[src/rtl/fp2int_stream_ctrl_if.sv]
// Result stream from the fp2int sequencer to its consumer.
// Ready/valid handshake with an end-of-block marker.
interface fp2int_stream_ctrl_if #(
    parameter int DATA_W = 16
);
    logic              out_valid;
    logic              out_ready;
    logic [DATA_W-1:0] out_data;
    logic              out_last;

    modport master (
        output out_valid,
        output out_data,
        output out_last,
        input  out_ready
    );

    modport slave (
        input  out_valid,
        input  out_data,
        input  out_last,
        output out_ready
    );
endinterface

[src/rtl/fp2int_stream_ctrl.sv]
// Block sequencer for the FP32-to-integer converter: buffer reads,
// converter feed, credit-protected result FIFO and output stream.
module fp2int_stream_ctrl #(
    parameter int MAX_BITWIDTH_QUANTIZED_DATA = 16,
    parameter int CONV_LATENCY                = 5,
    parameter int ADDR_W                      = 12,
    parameter int FIFO_DEPTH                  = 8
) (
    input  logic                                         clk,
    input  logic                                         rstn,
    input  logic                                         start,
    input  logic [ADDR_W-1:0]                            base_addr,
    input  logic [ADDR_W:0]                              count,
    input  logic [$clog2(MAX_BITWIDTH_QUANTIZED_DATA):0] bitwidth_in,
    output logic                                         busy,
    output logic                                         done,
    output logic                                         mem_rd_en,
    output logic [ADDR_W-1:0]                            mem_rd_addr,
    input  logic [31:0]                                  mem_rd_data,
    output logic                                         conv_valid,
    output logic [$clog2(MAX_BITWIDTH_QUANTIZED_DATA):0] conv_bitwidth,
    output logic [31:0]                                  conv_value,
    input  logic                                         conv_result_rdy,
    input  logic [MAX_BITWIDTH_QUANTIZED_DATA-1:0]       conv_result,
    fp2int_stream_ctrl_if.master                         os
);

    localparam int DW    = MAX_BITWIDTH_QUANTIZED_DATA;
    localparam int BW_W  = $clog2(MAX_BITWIDTH_QUANTIZED_DATA) + 1;
    localparam int CNT_W = ADDR_W + 1;
    localparam int CR_W  = $clog2(FIFO_DEPTH + 1);
    localparam int PTR_W = (FIFO_DEPTH > 1) ? $clog2(FIFO_DEPTH) : 1;

    localparam logic [CR_W-1:0]  DEPTH_C  = CR_W'(FIFO_DEPTH);
    localparam logic [PTR_W-1:0] LAST_PTR = PTR_W'(FIFO_DEPTH - 1);

    typedef enum logic [1:0] {
        IDLE,
        RUN,
        DRAIN,
        DONE
    } state_t;

    state_t state;
    state_t state_nx;

    logic [ADDR_W-1:0] base_q;
    logic [CNT_W-1:0]  count_q;
    logic [BW_W-1:0]   bw_q;
    logic [CNT_W-1:0]  issued;
    logic [CNT_W-1:0]  popped;
    logic [CNT_W-1:0]  popped_nx;
    logic [CR_W-1:0]   credits;
    logic              conv_valid_q;

    logic [DW-1:0]     fifo_mem [FIFO_DEPTH];
    logic [PTR_W-1:0]  wr_ptr;
    logic [PTR_W-1:0]  rd_ptr;
    logic [CR_W-1:0]   fifo_cnt;

    logic              start_acc;
    logic              issue;
    logic              hs;
    logic              fifo_nempty;

    function automatic logic [PTR_W-1:0] ptr_inc(input logic [PTR_W-1:0] p);
        return (p == LAST_PTR) ? '0 : p + 1'b1;
    endfunction

    // Credits count words between issue and output pop, so the
    // FIFO always has room for everything the converter emits.
    assign start_acc   = (state == IDLE) && start;
    assign issue       = (state == RUN) && (credits < DEPTH_C)
                         && (issued != count_q);
    assign fifo_nempty = (fifo_cnt != '0);
    assign hs          = fifo_nempty && os.out_ready;
    assign popped_nx   = popped + CNT_W'(hs);

    always_comb begin
        state_nx = state;
        unique case (state)
            IDLE: begin
                if (start) begin
                    state_nx = (count == '0) ? DONE : RUN;
                end
            end
            RUN: begin
                if (issue && ((issued + 1'b1) == count_q)) begin
                    state_nx = DRAIN;
                end
            end
            DRAIN: begin
                if (popped_nx == count_q) begin
                    state_nx = DONE;
                end
            end
            DONE: begin
                state_nx = IDLE;
            end
            default: begin
                state_nx = IDLE;
            end
        endcase
    end

    always_ff @(posedge clk) begin
        if (!rstn) begin
            state        <= IDLE;
            base_q       <= '0;
            count_q      <= '0;
            bw_q         <= '0;
            issued       <= '0;
            popped       <= '0;
            credits      <= '0;
            conv_valid_q <= 1'b0;
        end else begin
            state        <= state_nx;
            conv_valid_q <= issue;
            if (start_acc) begin
                base_q  <= base_addr;
                count_q <= count;
                bw_q    <= bitwidth_in;
                issued  <= '0;
                popped  <= '0;
            end else begin
                if (issue) begin
                    issued <= issued + 1'b1;
                end
                popped <= popped_nx;
            end
            if (issue && !hs) begin
                credits <= credits + 1'b1;
            end else if (!issue && hs) begin
                credits <= credits - 1'b1;
            end
        end
    end

    // Storage is not reset; out_data is gated by valid instead.
    always_ff @(posedge clk) begin
        if (conv_result_rdy) begin
            fifo_mem[wr_ptr] <= conv_result;
        end
    end

    always_ff @(posedge clk) begin
        if (!rstn) begin
            wr_ptr   <= '0;
            rd_ptr   <= '0;
            fifo_cnt <= '0;
        end else begin
            if (conv_result_rdy) begin
                wr_ptr <= ptr_inc(wr_ptr);
            end
            if (hs) begin
                rd_ptr <= ptr_inc(rd_ptr);
            end
            if (conv_result_rdy && !hs) begin
                fifo_cnt <= fifo_cnt + 1'b1;
            end else if (!conv_result_rdy && hs) begin
                fifo_cnt <= fifo_cnt - 1'b1;
            end
        end
    end

    assign busy          = (state != IDLE);
    assign done          = (state == DONE);
    assign mem_rd_en     = issue;
    assign mem_rd_addr   = issue ? (base_q + issued[ADDR_W-1:0]) : '0;
    assign conv_valid    = conv_valid_q;
    assign conv_value    = conv_valid_q ? mem_rd_data : '0;
    assign conv_bitwidth = bw_q;

    assign os.out_valid = fifo_nempty;
    assign os.out_data  = fifo_nempty ? fifo_mem[rd_ptr] : '0;
    assign os.out_last  = fifo_nempty && (popped == (count_q - 1'b1));

    // Expected converter strobes, used only to guard its contract.
    logic [CONV_LATENCY-1:0] fly;

    always_ff @(posedge clk) begin
        if (!rstn) begin
            fly <= '0;
        end else begin
            fly[0] <= conv_valid_q;
            for (int i = 1; i < CONV_LATENCY; i++) begin
                fly[i] <= fly[i-1];
            end
        end
    end

    a_credit_bound: assert property (
        @(posedge clk) disable iff (!rstn)
        credits <= DEPTH_C
    );

    a_no_overflow: assert property (
        @(posedge clk) disable iff (!rstn)
        !(conv_result_rdy && (fifo_cnt == DEPTH_C) && !hs)
    );

    a_conv_latency: assert property (
        @(posedge clk) disable iff (!rstn)
        conv_result_rdy |-> fly[CONV_LATENCY-1]
    );

endmodule

[src/flat_wrapper.sv]
// flat-port wrapper written by rule: the top's interface ports become plain ports
module fp2int_stream_ctrl_flat 
#(
    parameter int MAX_BITWIDTH_QUANTIZED_DATA = 16,
    parameter int CONV_LATENCY                = 5,
    parameter int ADDR_W                      = 12,
    parameter int FIFO_DEPTH                  = 8
)
  (clk, rstn, start, base_addr, count, bitwidth_in, busy, done, mem_rd_en, mem_rd_addr, mem_rd_data, conv_valid, conv_bitwidth, conv_value, conv_result_rdy, conv_result, os_out_valid, os_out_data, os_out_last, os_out_ready);
  fp2int_stream_ctrl_if #(.DATA_W((16))) os_i ();
  input  logic clk;
  input  logic rstn;
  input  logic start;
  input  logic [ADDR_W-1:0] base_addr;
  input  logic [ADDR_W:0] count;
  input  logic [$clog2(MAX_BITWIDTH_QUANTIZED_DATA):0] bitwidth_in;
  output logic busy;
  output logic done;
  output logic mem_rd_en;
  output logic [ADDR_W-1:0] mem_rd_addr;
  input  logic [31:0] mem_rd_data;
  output logic conv_valid;
  output logic [$clog2(MAX_BITWIDTH_QUANTIZED_DATA):0] conv_bitwidth;
  output logic [31:0] conv_value;
  input  logic conv_result_rdy;
  input  logic [MAX_BITWIDTH_QUANTIZED_DATA-1:0] conv_result;
  output wire logic [$bits(os_i.out_valid)-1:0] os_out_valid;
  output wire logic [$bits(os_i.out_data)-1:0] os_out_data;
  output wire logic [$bits(os_i.out_last)-1:0] os_out_last;
  input wire logic [$bits(os_i.out_ready)-1:0] os_out_ready;
  assign os_out_valid = os_i.out_valid;
  assign os_out_data = os_i.out_data;
  assign os_out_last = os_i.out_last;
  assign os_i.out_ready = os_out_ready;
  fp2int_stream_ctrl #(.MAX_BITWIDTH_QUANTIZED_DATA(MAX_BITWIDTH_QUANTIZED_DATA), .CONV_LATENCY(CONV_LATENCY), .ADDR_W(ADDR_W), .FIFO_DEPTH(FIFO_DEPTH)) u_core (.clk(clk), .rstn(rstn), .start(start), .base_addr(base_addr), .count(count), .bitwidth_in(bitwidth_in), .busy(busy), .done(done), .mem_rd_en(mem_rd_en), .mem_rd_addr(mem_rd_addr), .mem_rd_data(mem_rd_data), .conv_valid(conv_valid), .conv_bitwidth(conv_bitwidth), .conv_value(conv_value), .conv_result_rdy(conv_result_rdy), .conv_result(conv_result), .os(os_i));
endmodule
[config.mk]
export PLATFORM = sky130hd
export DESIGN_NAME = fp2int_stream_ctrl_flat
export DESIGN_NICKNAME = d
export VERILOG_FILES = /design/src/rtl/fp2int_stream_ctrl_if.sv /design/src/rtl/fp2int_stream_ctrl.sv /design/src/flat_wrapper.sv
export SDC_FILE = /design/constraint.sdc
export NUM_CORES = 1
export LEC_CHECK = 0
export CAP_MARGIN = 10
export CORE_MARGIN = 5
export CORE_UTILIZATION = 50
export CTS_BUF_LIST = sky130_fd_sc_hd__clkbuf_16
export CTS_CLUSTER_DIAMETER = 100
export CTS_CLUSTER_SIZE = 28
export DETAILED_ROUTE_END_ITERATION = 7
export GPL_TIMING_DRIVEN = 0
export PLACE_DENSITY = 0.75
export SLEW_MARGIN = 20
export SYNTH_ARGS = -nofsm -noshare
export SYNTH_HDL_FRONTEND = slang
export SYNTH_SLANG_ARGS = --single-unit
[constraint.sdc]
create_clock -name clk -period 4.2 [get_ports clk]
set_input_delay 0.84 -clock clk [delete_from_list [all_inputs] [get_ports clk]]
set_output_delay 0.84 -clock clk [all_outputs]
set_load 0.1 [all_outputs]
==> summary.log <==
INFO  layout         drive_above_1_share=11.6%
INFO  floorplan      placeableCoreArea=0.0196mm^2
INFO  critical_path  timing.reg2reg.setup_slack=0.64ns
INFO  critical_path  crit_required=3.36ns
INFO  routing        vias_per_cell=5.41
INFO  critical_path  critical_path.most_common_cell=sky130_fd_sc_hd__a21oi_1
INFO  yosys          ys_dominant_reg_cell=sky130_fd_sc_hd__edfxtp_1
INFO  cts            cts-hold-fix-buffers=0
INFO  sta            fmaxAchievable=248MHz
INFO  routing        route.detailed.drc=0
INFO  critical_path  critical_path_cell_count=9
INFO  floorplan      top_level_ports=154
INFO  floorplan      std_cell_rows=51
INFO  routing        routedLengthMet1=10700um
INFO  global_routing grt_antenna_before_repair=0
INFO  sta            fin_worst_skew=0.0155ns
INFO  critical_path  r2r_end=u_core.state[1]
INFO  layout         fin_nets=1153
INFO  routing        wl=24600um
INFO  yosys          seq_area_frac_synth=53.4%
INFO  sta            fin_crit_sh=96.1%
INFO  yosys          yosys_warnings=0
INFO  cts            cts_tree=built
INFO  power          power.static_leakage=4.53nW
INFO  critical_path  cp_max_fo=6
INFO  global_routing number_of_global_route_vias_before_repair=6959
INFO  sta            period_minus_slack=4.04ns
INFO  routing        top_layer_used=met4
INFO  global_routing grt_max_degree=29
INFO  cts            path_clk_slew=0.10ns
INFO  power          ir_worst_vdd=0.000511V
INFO  routing        routed_wire_length_per_instance=18.9um
INFO  critical_path  r2r_start=u_core.fifo_cnt[0]
INFO  routing        drt_iter0_drc=416
INFO  critical_path  critical_path.top_delay_family=compound AO/OA/AOI/OAI gates
INFO  critical_path  crit_path_cell_trace=ha_1 > a21o_1 > a21oi_1 > o21ba_2 > o21ai_0 > a211oi_1 > or3_1 > a21oi_1 > clkdlybuf4s15_2
INFO  floorplan      die_width=152um
INFO  routing        ant_nets=0
INFO  hold_path      min_path_type=reg2reg
INFO  sta            finalHoldViolCount=0
INFO  critical_path  cp.arrival=3.20ns
INFO  yosys          combined_area_of_all_synthesized_cells=0.0100mm^2
INFO  critical_path  worst-r2r-cell-count=13
INFO  floorplan      dieArea=0.0230mm^2
INFO  hold_path      timing.hold.worst_path_depth=2
INFO  yosys          yosys_register_bits=204
INFO  cts            htree_levels=1
INFO  layout         area_growth=23.6%
INFO  layout         antenna_cells=0
INFO  placed_design  final_hpwl_dp=18200um
INFO  placed_design  placement.io_buffers=153
INFO  routing        detailroute.wirelength.met2=12500um
INFO  routing        route.vias.total=7050
INFO  yosys          synthDistinctLibCells=69
INFO  global_routing grt_pass1_wl=38400um
INFO  cts            clockBufferDepth=3
INFO  critical_path  worst_setup_path_end_kind=output pin
INFO  cts            clkSinkCount=204
INFO  run            cap_violations=0
INFO  sta            fin_hold_ws=0.461ns
INFO  critical_path  max_stage_delay=0.58ns
INFO  placed_design  finalWeightedCongestion=0.863
INFO  global_routing grt_util_all_layers=21.4%
INFO  critical_path  setup.worst_path.class=reg2out
INFO  hold_path      worstHoldEndpoint=u_core.conv_bitwidth[2]
INFO  floorplan      die_height=152um
INFO  critical_path  crit_slowest_cell=sky130_fd_sc_hd__clkdlybuf4s15_2
INFO  sta            slew_headroom=32.4%
INFO  power          power.density_cell_area=535mW/mm^2
INFO  status         status=complete, no violations
INFO  cts            tritoncts.num_buffers=11
INFO  sta            final_max_slew_viol_count=0
INFO  yosys          post_synth.cell_area_avg=11.7um^2
INFO  sta            worst_slew_pin_slew=1.01ns
INFO  yosys          number_of_enable_type_register_cells_in_the_synthesized_netlist=128
INFO  critical_path  worst_path_buf_inv=1
INFO  layout         fin_util=63.3%
INFO  cts            clk_latency=0.47ns
INFO  critical_path  cp-start-kind=register
INFO  hold_path      hp-start=u_core.conv_bitwidth[2]
INFO  yosys          postSynth.asyncResetShare=0%
INFO  yosys          synth_fp_nets=977
INFO  routing        drt_first_pass_iters=5
INFO  global_routing grt-ovfl-total=0
INFO  sta            grt_setup_unrepaired=false
INFO  cts            clock-root-buffer=sky130_fd_sc_hd__clkbuf_16
INFO  floorplan      initial_core_util=51.2%
INFO  sta            finalSetupViolCount=0
INFO  yosys          post_synth_inst_count=861
INFO  routing        routed-wl-met3=1110um
-- power by group --
part	total (mW)	internal [mW]	switching, mW	leakage, nW
combinational	3.15	0.905	2.25	2.58
sequential	2.35	2.25	0.104	1.78
clock	1.13	0.519	0.611	0.163
total	6.64	3.67	2.96	4.53
-- per-layer routing --
layer | vias to the layer above | global-route usage, %
met3 | 21 | 2.65
met5 | - | 0
met2 | 156 | 37.6
li1 | 3442 | -
met4 | 0 | 2.83
met1 | 3431 | 29.3
-- cell usage after synthesis, types with 3 or more instances --
cell type	number	share of area, %
sky130_fd_sc_hd__inv_1	13	0.49
sky130_fd_sc_hd__mux4_2	32	7.2
sky130_fd_sc_hd__nor2_1	85	3.2
sky130_fd_sc_hd__dfxtp_1	76	15
sky130_fd_sc_hd__buf_4	3	0.22
sky130_fd_sc_hd__and2_1	37	2.3
sky130_fd_sc_hd__nand2b_1	10	0.62
sky130_fd_sc_hd__mux2i_1	26	2.6
sky130_fd_sc_hd__xor2_1	38	3.3
sky130_fd_sc_hd__a21o_1	6	0.45
sky130_fd_sc_hd__a211oi_1	5	0.37
sky130_fd_sc_hd__nand3_1	14	0.70
sky130_fd_sc_hd__buf_1	4	0.15
sky130_fd_sc_hd__ha_1	30	3.7
sky130_fd_sc_hd__nand4_1	9	0.56
sky130_fd_sc_hd__xnor2_1	44	3.8
sky130_fd_sc_hd__nand3b_1	3	0.22
sky130_fd_sc_hd__and3_1	13	0.81
sky130_fd_sc_hd__nand2_1	91	3.4
sky130_fd_sc_hd__a21oi_1	50	2.5
sky130_fd_sc_hd__buf_2	10	0.50
sky130_fd_sc_hd__nor2b_1	3	0.19
sky130_fd_sc_hd__edfxtp_1	128	38
sky130_fd_sc_hd__o21ai_0	13	0.65
sky130_fd_sc_hd__nor4_1	5	0.31
sky130_fd_sc_hd__o211ai_1	4	0.30
sky130_fd_sc_hd__nor3_1	16	0.80
sky130_fd_sc_hd__nor3b_1	3	0.22
sky130_fd_sc_hd__or3_1	6	0.37
sky130_fd_sc_hd__a31oi_1	3	0.19
sky130_fd_sc_hd__fa_1	3	0.60
sky130_fd_sc_hd__clkbuf_1	31	1.2
-- cells by family after synthesis --
kind of cell	share of synthesized area [%]
adders and majority gates	4.34
AOI/OAI and AO/OA	6.76
muxes	9.77
and+or+nand+nor	15.7
buffers and inverters	2.83
xor gates and xnor gates	7.15
DFF	53.4
-- cells in the final DEF, fill, tap and decap left out, types with 30 or more instances in the layout --
cell and n:
sky130_fd_sc_hd__clkdlybuf4s50_1 123, sky130_fd_sc_hd__mux4_2 32, sky130_fd_sc_hd__edfxtp_1 128, sky130_fd_sc_hd__nor2_1 78, sky130_fd_sc_hd__xnor2_1 44, sky130_fd_sc_hd__a21oi_1 49, sky130_fd_sc_hd__xor2_1 38, sky130_fd_sc_hd__ha_1 30
sky130_fd_sc_hd__dfxtp_1 76, sky130_fd_sc_hd__nand2_1 91, sky130_fd_sc_hd__and2_1 37
-- final cells by class --
| cell class | instances | area (um^2) |
|---|---|---|
| well taps | 265 | 332 |
| flip-flops and latches | 204 | 5370 |
| multi-input cells | 592 | 4480 |
| plain buffers | 51 | 255 |
| repair buffers | 163 | 1610 |
| fillers | 1505 | 7180 |
| clock inverters | 3 | 16.3 |
| clock buffers | 12 | 300 |
| inverters | 14 | 52.6 |
-- how the worst max path moves through the flow --
stage	slack (ns)	start	to
after floorplan	0.11	u_core.issued[1]	mem_rd_addr[11]
after global placement	-0.28	u_core.count_q[1]	os_out_last
after detailed placement	-0.30	u_core.count_q[1]	os_out_last
after CTS	0.02	u_core.issued[0]	mem_rd_addr[10]
after global routing	0.003	u_core.issued[0]	mem_rd_addr[11]
final	0.16	u_core.issued[0]	mem_rd_addr[11]
-- worst min-delay path: cells and delay by family (launching register included) --
kind | cells | cell delay [ns]
flops | 1 | 0.32
simple gates | 1 | 0.05
compound gates | 1 | 0.05
-- flip-flops by register name, indices dropped and copies added (netlist names), 3 cells and up, named ones only --
signal                flops
u_core.conv_bitwidth      5
u_core.issued            13
u_core.fifo_mem         128
u_core.fifo_cnt           4
u_core.wr_ptr             3
u_core.credits            4
u_core.rd_ptr             3
u_core.popped            13
u_core.count_q           13
u_core.base_q            12
-- metrics by stage --
stage          instances  setup TNS (ns)  power (mW)  area (um^2)  worst slack [ns]
6_report            1304               0        6.64        12400             0.162
4_1_cts             1304               0        6.67        12400            0.0231
2_1_floorplan        861               0        4.79        10100             0.110
5_1_grt             1304               0        6.96        12400           0.00324
3_5_place_dp        1289          -0.822        5.62        12100            -0.301
3_3_place_gp        1279           -3.33        5.56        11900            -0.284
-- what timing repair did --
item,in CTS,in global routing
endpoints found under the hold margin,0,0
pin swaps,0,1
setup endpoints to repair,30,12
buffers inserted,0,0
gates resized for setup,58,22
Power figures use the tool's default switching activity.
==> edit (config.mk and constraints unchanged) <==
Reset style: asynchronous (`rstn`), changed in 3 clocked blocks.
--- a/src/rtl/fp2int_stream_ctrl.sv
+++ b/src/rtl/fp2int_stream_ctrl.sv
@@ -104,5 +104,5 @@
     end
 
-    always_ff @(posedge clk) begin
+    always_ff @(posedge clk or negedge rstn) begin
         if (!rstn) begin
             state        <= IDLE;
@@ -144,5 +144,5 @@
     end
 
-    always_ff @(posedge clk) begin
+    always_ff @(posedge clk or negedge rstn) begin
         if (!rstn) begin
             wr_ptr   <= '0;
@@ -179,5 +179,5 @@
     logic [CONV_LATENCY-1:0] fly;
 
-    always_ff @(posedge clk) begin
+    always_ff @(posedge clk or negedge rstn) begin
         if (!rstn) begin
             fly <= '0;
Function: differs if rstn is asserted again (counterexample within 4 cycles, from zero or initial values and one cycle with rstn low); with rstn held inactive, the same outputs for 4 cycles.
==> edit against the original RTL <==
  * Sequential cell count down 3
  * Via count down 1.3%
  * Sequential power up 20%
  * Count of clock-buffer cells in the layout down 1
  * Combinational power up 85%
  * Setup slack worse by 0.055 ns
  * Non-clock buffer count down 3
  * Power up 48%
  * Cell area up 0.79%
  * Routed wire length down 3.1%
  * Area after synthesis up 1.3%
  * Sequential share of layout area up 2.1 points
  * Critical path type unchanged
  * Largest cell class unchanged
==> edit: results (changes against the original RTL) <==
sequential area share after synthesis 55.74% (+2.3 points); Tcrit/Tclk final 97.44% (+1.3 points); fillcell total 1,600 (+6.3%); top cells by area, synth edfxtp_1 (38%), dfrtp_1 (18%), mux4_2 (7.1%); Arrival @ worst endpoint 3.25 ns (+0.05 ns); WL met3 1228 µm (+10%); FF-to-FF path depth 15 (+2); largest net degree at the start of global routing 56 (+93%); worst hold path type in2async; routability cong. 0.8441 (-2.2%); outcome finished clean; async set-reset flop share out of synthesis 36.32% (+36 points); Seq/total area 45.35% (+2.1 points); Initial DRC Count 490 (+18%); reg2reg end u_core.state[1]; clock buf count 11 (-1); Post-synth top cells edfxtp_1 (128), nand2_1 (119), nor2_1 (78); number of global-route vias before repair 7,140 (+2.6%); Synth Net Count 953 (-2.5%); nonclk inv count 17 (+3); critical path's slowest cell dlygate4sd2_1; share of cells above drive strength 1 12.65% (+1.0 points); CP startpoint u_core.rd_ptr[2]; r2r setup slk 0.57 ns (-0.07 ns); Buffers, non-clock 211 (-1.4%); Finished Layout Cells 1,290 (-1.1%); distinct cell type count after synthesis 62 (-10%); worst-path fanout max 10 (+4); crit-path leading delay family buffers and inverters; GRT Total Usage 20.19% (-1.2 points); clock skew 0.01562 ns (+0.00008330 ns); post-DP HPWL 17,460 µm (-4.1%); met3 usage 2.812% (+0.16 points); global-route wire length before repair 38,520 µm (+0.29%); final net count 1,132 (-1.8%); Global Route met2 Usage 35.11% (-2.5 points); number of multi-input logic gates 574 (-3.0%); post-place setup slack -0.4253 ns (-0.1245 ns); met1 WL 10,120 µm (-5.7%); Lkg Pwr 4.845 nW (+6.9%); M1 GR Usage 27.52% (-1.8 points); worst setup path endpoint os_out_data[10]; VDD IR max 0.0006626 V (+30%); met2 wire len 12,120 µm (-3.3%); clock network area share 2.541% (-0.0099 points); Pre-antenna DRT Iters 6 (+1); Post-Synthesis Cells 837 (-2.8%); r2r startpoint u_core.fifo_cnt[0]; area occupied by multi-input gates 0.004307 mm² (-3.8%); actual slew at the worst max-slew pin 1.003 ns (-0.006900 ns); Clock Sinks 201 (-1.5%); non-clk buf share 14.47% (-0.58 points)
[edit: cell count changes after synthesis, moves of 5 or more]
| cell | before | now |
|---|---|---|
| a21oi_1 | 50 | 25 |
| o21ai_0 | 13 | 20 |
| clkbuf_1 | 31 | 26 |
| mux2_2 | 0 | 9 |
| dfrtp_1 | 0 | 73 |
| nor2_1 | 85 | 78 |
| dfxtp_1 | 76 | 0 |
| mux2i_1 | 26 | 19 |
| and3_1 | 13 | 2 |
| nand2_1 | 91 | 119 |
[edit: what timing repair did]
item | in CTS | in global routing
resized for setup | 51 | 42
hold buffers | 0 | 0
setup endpoints to repair | 30 | 22
cloned | 0 | 0
setup buffers | 0 | 2
pin swaps | 0 | 1
[edit: logic make-up after synthesis]
logic type	Yosys count	synth area share (%)
adder cells (fa/ha/maj)	33	4.280
AO/OA/AOI/OAI	82	5.179
flip-flops	201	55.74
XOR/XNOR	82	7.343
multiplexers	60	9.951
AND/OR/NAND/NOR	317	14.87
buffers and inverters	62	2.632
[edit: where the power goes]
group | switching [mW] | leakage (nW) | internal [mW]
clock network | 0.643 | 0.170 | 0.497
registers | 0.271 | 2.09 | 2.56
logic | 4.12 | 2.58 | 1.72
[edit: through the flow]
step / utilization, % / area (µm²) / hold slack (ns) / setup TNS [ns]
after global routing: 62.21 / 12510 / 0.2290 / 0
after detailed placement: 60.90 / 12240 / 0.4661 / -0.7581
final: 62.21 / 12510 / 0.2283 / 0
after CTS: 62.34 / 12530 / 0.2233 / 0
after floorplan: - / 10190 / 0.4416 / 0
after global placement: 60.00 / 12060 / 0.4579 / -29.92
[edit: worst reg2reg max path, delay by kind of cell, from the launching register on]
family	cells	cell delay (ns)
simple gates	5	0.95
mux	3	0.82
fa+ha+maj	2	0.55
flops	1	0.49
compound gates	2	0.41
buf+inv	3	0.35
